==> src/rtl/ezp_encode.sv <==
// ezp_encode: EZPack packet encoder.
// Collects a command byte and a last-flagged payload stream, then frames them as
// START, CMD, LEN, payload, CHK, END in a packed vector with byte k at [8k+7:8k].
// Optional feature macro: EZP_ENCODE_CHK_EN.
//   Defined:   CHK is the XOR of CMD, LEN and every stored payload byte.
//   Undefined: CHK is 8'h00 and no accumulator exists.
module ezp_encode #(
    parameter logic [7:0] START_BYTE = 8'hAA,
    parameter logic [7:0] END_BYTE   = 8'h55,
    parameter int         MAX_PD_LEN = 32'd2,
    parameter int         MAX_PKTLEN = MAX_PD_LEN + 32'd5
) (
    input  logic                    clk,
    input  logic                    rst,
    input  logic [7:0]              i_cmd,
    input  logic [7:0]              i_byte,
    input  logic                    i_last,
    input  logic                    i_valid,
    output logic                    i_ready,
    output logic [8*MAX_PKTLEN-1:0] o_data,
    output logic                    o_valid,
    input  logic                    o_ready,
    output logic                    o_err
);

    localparam int            CW      = $clog2(MAX_PD_LEN + 32'd1);
    localparam int            PW      = 8 * MAX_PKTLEN;
    localparam logic [CW-1:0] MAX_CNT = CW'(MAX_PD_LEN);

    typedef enum logic [1:0] {
        IDLE    = 2'd0,
        COLLECT = 2'd1,
        DROP    = 2'd2,
        OUT     = 2'd3
    } state_t;

    state_t          state_r;
    logic [CW-1:0]   count_r;
    logic [CW-1:0]   cnt_next_s;
    logic [PW-1:0]   build_s;
    logic [7:0]      len_s;
    logic [7:0]      chk_s;
    logic            accept_s;
    logic            seal_s;
    logic            ovf_s;

    // Place one byte at byte position pos of an otherwise zero packet vector.
    // Shifting avoids variable part-selects whose index width depends on PW.
    function automatic logic [PW-1:0] place_byte(input logic [7:0] b, input int unsigned pos);
        return PW'(b) << (pos * 32'd8);
    endfunction

`ifdef EZP_ENCODE_CHK_EN
    logic [7:0] chk_r;
    logic [7:0] chk_next_s;

    // Running XOR checksum step.
    function automatic logic [7:0] chk_fold(input logic [7:0] acc, input logic [7:0] b);
        return acc ^ b;
    endfunction
`endif

    // Beats are refused while the packet is presented and while reset is held.
    assign i_ready  = !rst && (state_r != OUT);
    assign accept_s = i_valid && i_ready;

    // Next-buffer construction: first-beat init, payload store, overflow detect and sealing.
    always_comb begin
        build_s    = o_data;
        cnt_next_s = count_r;
        seal_s     = 1'b0;
        ovf_s      = 1'b0;
`ifdef EZP_ENCODE_CHK_EN
        chk_next_s = chk_r;
`endif
        case (state_r)
            IDLE: begin
                if (accept_s) begin
                    // Clearing here guarantees every byte above the frame end is zero.
                    build_s    = place_byte(START_BYTE, 32'd0)
                               | place_byte(i_cmd, 32'd1)
                               | place_byte(i_byte, 32'd3);
                    cnt_next_s = CW'(1'b1);
                    seal_s     = i_last;
`ifdef EZP_ENCODE_CHK_EN
                    chk_next_s = chk_fold(i_cmd, i_byte);
`endif
                end else begin
                    build_s = o_data;
                end
            end
            COLLECT: begin
                if (accept_s) begin
                    if (count_r == MAX_CNT) begin
                        ovf_s = 1'b1;
                    end else begin
                        // Target byte is still zero from the first-beat clear, so OR stores it.
                        build_s    = o_data | place_byte(i_byte, 32'(count_r) + 32'd3);
                        cnt_next_s = count_r + CW'(1'b1);
                        seal_s     = i_last;
`ifdef EZP_ENCODE_CHK_EN
                        chk_next_s = chk_fold(chk_r, i_byte);
`endif
                    end
                end else begin
                    build_s = o_data;
                end
            end
            default: begin
                build_s = o_data;
            end
        endcase

        len_s = 8'(cnt_next_s);
`ifdef EZP_ENCODE_CHK_EN
        chk_s = chk_fold(chk_next_s, len_s);
`else
        chk_s = 8'h00;
`endif

        if (seal_s) begin
            build_s = build_s
                    | place_byte(len_s, 32'd2)
                    | place_byte(chk_s, 32'(cnt_next_s) + 32'd3)
                    | place_byte(END_BYTE, 32'(cnt_next_s) + 32'd4);
        end else begin
            build_s = build_s;
        end
    end

    // Packet FSM with registered buffer, valid and error pulse.
    always_ff @(posedge clk) begin
        if (rst) begin
            state_r <= IDLE;
            count_r <= '0;
            o_data  <= '0;
            o_valid <= 1'b0;
            o_err   <= 1'b0;
        end else begin
            o_data  <= build_s;
            count_r <= cnt_next_s;
            o_err   <= ovf_s;
            case (state_r)
                IDLE: begin
                    if (accept_s) begin
                        state_r <= i_last ? OUT : COLLECT;
                        o_valid <= i_last;
                    end else begin
                        state_r <= IDLE;
                        o_valid <= 1'b0;
                    end
                end
                COLLECT: begin
                    if (accept_s && ovf_s) begin
                        state_r <= i_last ? IDLE : DROP;
                        o_valid <= 1'b0;
                    end else if (accept_s && i_last) begin
                        state_r <= OUT;
                        o_valid <= 1'b1;
                    end else begin
                        state_r <= COLLECT;
                        o_valid <= 1'b0;
                    end
                end
                DROP: begin
                    if (accept_s && i_last) begin
                        state_r <= IDLE;
                    end else begin
                        state_r <= DROP;
                    end
                    o_valid <= 1'b0;
                end
                OUT: begin
                    if (o_ready) begin
                        state_r <= IDLE;
                        o_valid <= 1'b0;
                    end else begin
                        state_r <= OUT;
                        o_valid <= 1'b1;
                    end
                end
                default: begin
                    state_r <= IDLE;
                    o_valid <= 1'b0;
                end
            endcase
        end
    end

`ifdef EZP_ENCODE_CHK_EN
    // Checksum accumulator over CMD and stored payload bytes.
    always_ff @(posedge clk) begin
        if (rst) begin
            chk_r <= 8'h00;
        end else begin
            chk_r <= chk_next_s;
        end
    end
`endif

endmodule

==> config.mk <==
export PLATFORM = sky130hd
export DESIGN_NAME = ezp_encode
export DESIGN_NICKNAME = d
export VERILOG_FILES = /design/src/rtl/ezp_encode.sv
export SDC_FILE = /design/constraint.sdc
export NUM_CORES = 1
export LEC_CHECK = 0
export ABC_AREA = 0
export CAP_MARGIN = 10
export CORE_UTILIZATION = 46
export DETAILED_ROUTE_END_ITERATION = 16
export PLACE_DENSITY = 0.86
export SKIP_CTS_REPAIR_TIMING = 1
export SYNTH_ARGS = -nofsm -noshare
export SYNTH_HDL_FRONTEND = slang
export SYNTH_SLANG_ARGS = --single-unit
==> constraint.sdc <==
create_clock -name clk -period 2.4 [get_ports clk]
set_clock_uncertainty 0.2 [all_clocks]
set_input_delay 0.36 -clock clk [delete_from_list [all_inputs] [get_ports clk]]
set_output_delay 0.36 -clock clk [all_outputs]
set_load 0.02 [all_outputs]
==> flow_summary.rst <==
.. list-table::
   :header-rows: 1

   * - Metric
     - Value
   * - Highest achievable clock rate
     - 455 MHz
   * - Final hold slack
     - 163 ps
   * - Vertical extent of the die
     - 77.0 um
   * - Global-route usage over all layers
     - 0.257
   * - Unrepaired setup endpoints after global routing
     - no
   * - Status
     - complete, no violations
   * - Power spent charging and discharging nets
     - 643 uW
   * - Number of DRC violations after detailed routing
     - 0
   * - Share of async-settable or async-resettable flops after synthesis
     - 0
   * - Number of buffers inserted during clock tree synthesis
     - 9
   * - Count of antenna-violating nets left after detailed routing
     - 0
   * - Slew at the pin closest to its max-slew limit
     - 685 ps
   * - Final core occ
     - 0.695
   * - Max transition margin
     - 0.542
   * - Cell leakage power
     - 1.28 nW
   * - Antenna diode count
     - 0
   * - Clock period minus worst slack
     - 2200 ps
   * - Peak ir drop on the vdd network
     - 348 uV
   * - Xor and xnor area share after synthesis
     - 0
   * - Distinct cells, synth
     - 38
   * - Final Power
     - 2.44 mW
   * - Clk_lat worst skew
     - 350 ps
   * - Via count of the first global-routing pass
     - 2314
   * - Final instance area
     - 3660 um2
   * - Leading cell types by total area after synthesis
     - dfxtp_1 48%, nand2_1 5.4%, nand4_1 5.1%
   * - Register bit count reported by yosys
     - 62
   * - Per-cell via count in the routed design
     - 5.94
   * - Core box area
     - 5270 um2
   * - Io pins
     - 80
   * - Synth-to-Final Area Change
     - 41.7%
   * - Initial standard-cell utilization of the core
     - 0.491
   * - Mapped cell area
     - 2580 um2
   * - Level count of the clock H-tree
     - 3
   * - Placed cell count
     - 418
   * - Final setup TNS
     - 0 ps
   * - Die area
     - 5920 um2
   * - Sequential share of the synthesized area
     - 0.480
   * - Final setup violation count
     - 0
   * - Share of Yosys cell area claimed by the top area cell type
     - 0.480
   * - Power density cells
     - 665 nW/um2
   * - Number of standard cells in the layout, taps in and fillers out
     - 434
   * - Relative contribution of combinational cells to total power
     - 0.147
   * - Final-report hold violation count
     - 0
   * - Syn avg cell area
     - 9.27 um2
   * - Largest net degree at the start of global routing
     - 44
   * - Post-synthesis share of cell area spent on full adders, half adders and majority gates
     - 0.0145
   * - Instance area after placement
     - 3440 um2
   * - Number of design-rule violations left by the first detailed-router iteration
     - 229
   * - Site row count
     - 26
   * - Number of flops mapped to enable cells by yosys
     - 0
   * - Worst reg2reg setup slack
     - 200 ps
   * - Critical path data arrival time
     - 2260 ps
   * - GP Congestion
     - 0.826
   * - Fraction of layout instances using a drive strength above 1
     - 0.104
   * - Synthesis Warnings
     - 0
   * - Area share of and/or/nand/nor cells after synthesis
     - 0.247
   * - Post-Place Worst Slack
     - 102 ps
   * - Complex-gate fraction of the synthesized area
     - 0.189
   * - Number of filler instances in the final layout
     - 420
   * - First drt pass iteration count
     - 5
   * - Via count of the routed design
     - 2576
   * - TritonCTS clock tree
     - yes
   * - Type of the most critical hold path
     - input pin to register
   * - WL final
     - 7340 um
   * - Master cell of the clock root buffer
     - clkbuf_8
   * - Overflow left after global routing
     - 0
   * - Kind of launch point of the worst setup path
     - register
   * - Most used standard cell by instance count after synthesis
     - dfxtp_1
   * - Total Nets Final
     - 383
   * - Final Worst Setup Slack
     - 203 ps
   * - Dominant combinational cell family by area after synthesis
     - simple AND/OR/NAND/NOR gates
   * - Fin crit share
     - 0.915
   * - Net switching fraction of the power
     - 0.264
   * - Cell Int Power
     - 1.79 mW
   * - Buffer levels on the longest clock path
     - 2
   * - Detail-routed net length per standard cell
     - 16.9 um
   * - Chip width
     - 77.0 um
   * - Reported max-cap violation count
     - 0
   * - Syn_nets
     - 303
   * - Clock-pin slew on the worst setup and hold paths
     - 70 ps
   * - Category of the worst setup path capture point
     - register
   * - Commonest cells in the netlist
     - 62 x dfxtp_1, 37 x nand2_1, 21 x nand4_1, 19 x a21oi_1, 18 x nor2_1
   * - Number of pins exceeding their max-slew limit in the final report
     - 0
   * - Part of the total power dissipated in sequential elements
     - 0.451
   * - Max Fanout on Critical Path
     - 8
   * - Quantity of I/O buffers inserted on ports
     - 79
   * - Cell count after synthesis
     - 279
   * - Dominant synthesized flop cell
     - dfxtp_1
   * - Detail Placement HPWL
     - 4830 um
   * - Largest area contributor in the synthesized netlist
     - dfxtp_1
   * - Startpoint-to-endpoint class of the critical path
     - register to register
   * - Number of antenna violations at the first check in global routing
     - 0
   * - Total clock sinks
     - 62
   * - First-pass GRT wire length
     - 11700 um
   * - Clk pwr share
     - 0.403
   * - Portion of netlist area occupied by mux cells
     - 0.00387
   * - Critical Path RT
     - 2460 ps
-- critical path, cell delays in order, from the launching register on --
cell	delay [ps]
dfxtp_1	470
inv_1	150
ha_1	420
nor4b_2	440
nand2_1	200
o221ai_1	240
-- power by group through the flow --
stage / Clock [mW] / Sequential [mW] / Combinational (mW)
3_3_place_gp: 0 / 1.12 / 0.344
5_1_grt: 1.04 / 1.10 / 0.380
2_1_floorplan: 0 / 1.15 / 0.156
4_1_cts: 0.992 / 1.10 / 0.353
3_5_place_dp: 0 / 1.12 / 0.349
6_report: 0.981 / 1.10 / 0.357
-- layout by cell type, fill, tap and decap left out, types with 2 or more instances in the layout --
| cell | synthesis | layout |
|---|---|---|
| nand3b_1 | 6 | 6 |
| and4b_1 | 2 | 2 |
| nor2_1 | 18 | 18 |
| a22o_1 | 10 | 10 |
| a31oi_1 | 8 | 8 |
| nand2b_1 | 5 | 5 |
| a32oi_1 | 9 | 9 |
| o221ai_1 | 8 | 8 |
| nand2_1 | 37 | 37 |
| inv_1 | 6 | 6 |
| nor2b_1 | 4 | 4 |
| nand3_1 | 4 | 4 |
| a21oi_1 | 19 | 19 |
| and2_1 | 3 | 3 |
| dfxtp_1 | 62 | 62 |
| ha_1 | 3 | 3 |
| clkinvlp_4 | 0 | 2 |
| o21ai_0 | 2 | 2 |
| a211oi_2 | 2 | 2 |
| clkbuf_8 | 0 | 12 |
| nor4b_2 | 0 | 2 |
| o211ai_1 | 4 | 4 |
| nor4bb_1 | 2 | 2 |
| nor4b_1 | 4 | 2 |
| nor3b_1 | 3 | 3 |
| buf_4 | 5 | 13 |
| nand4_1 | 21 | 21 |
| and4bb_2 | 2 | 2 |
| clkdlybuf4s50_1 | 0 | 78 |
| a41oi_1 | 2 | 2 |
-- layer usage --
metal	GRT usage	vias to the layer above	part of all wire
li1	-	1203	-
met1	0.333	1216	0.44
met2	0.401	140	0.45
met3	0.0786	17	0.087
met4	0.0942	0	0.019
met5	0	-	0
-- worst paths after layout --
kind | from | depth (start not counted) | end
worst max-delay path | count_r[0]$_SDFF_PP0_ | 5 | o_data[50]$_SDFF_PP0_
worst min-delay path | rst | 2 | state_r[1]$_SDFF_PP0_
worst max register to register | count_r[0]$_SDFF_PP0_ | 5 | o_data[50]$_SDFF_PP0_
worst min register to register | register | 2 | register
-- logic make-up (layout without fill, tap and decap cells) --
group / count (synthesis) / after routing
buf+inv: 30 / 115
fa+ha+maj: 3 / 3
simple gates: 116 / 116
mux: 1 / 1
flops: 62 / 62
compound gates: 67 / 67
-- area by class of cell --
type / instances / area, um2 / area share
clock buffer: 12 / 165 / 0.0451
tap: 70 / 87.6 / 0.0239
sequential: 62 / 1240 / 0.339
multi-input combinational: 187 / 1190 / 0.325
inverter: 6 / 22.5 / 0.00615
clock inverter: 4 / 53.8 / 0.0147
timing repair buffer: 93 / 903 / 0.247
No activity file was read; power rests on OpenSTA's default activity.
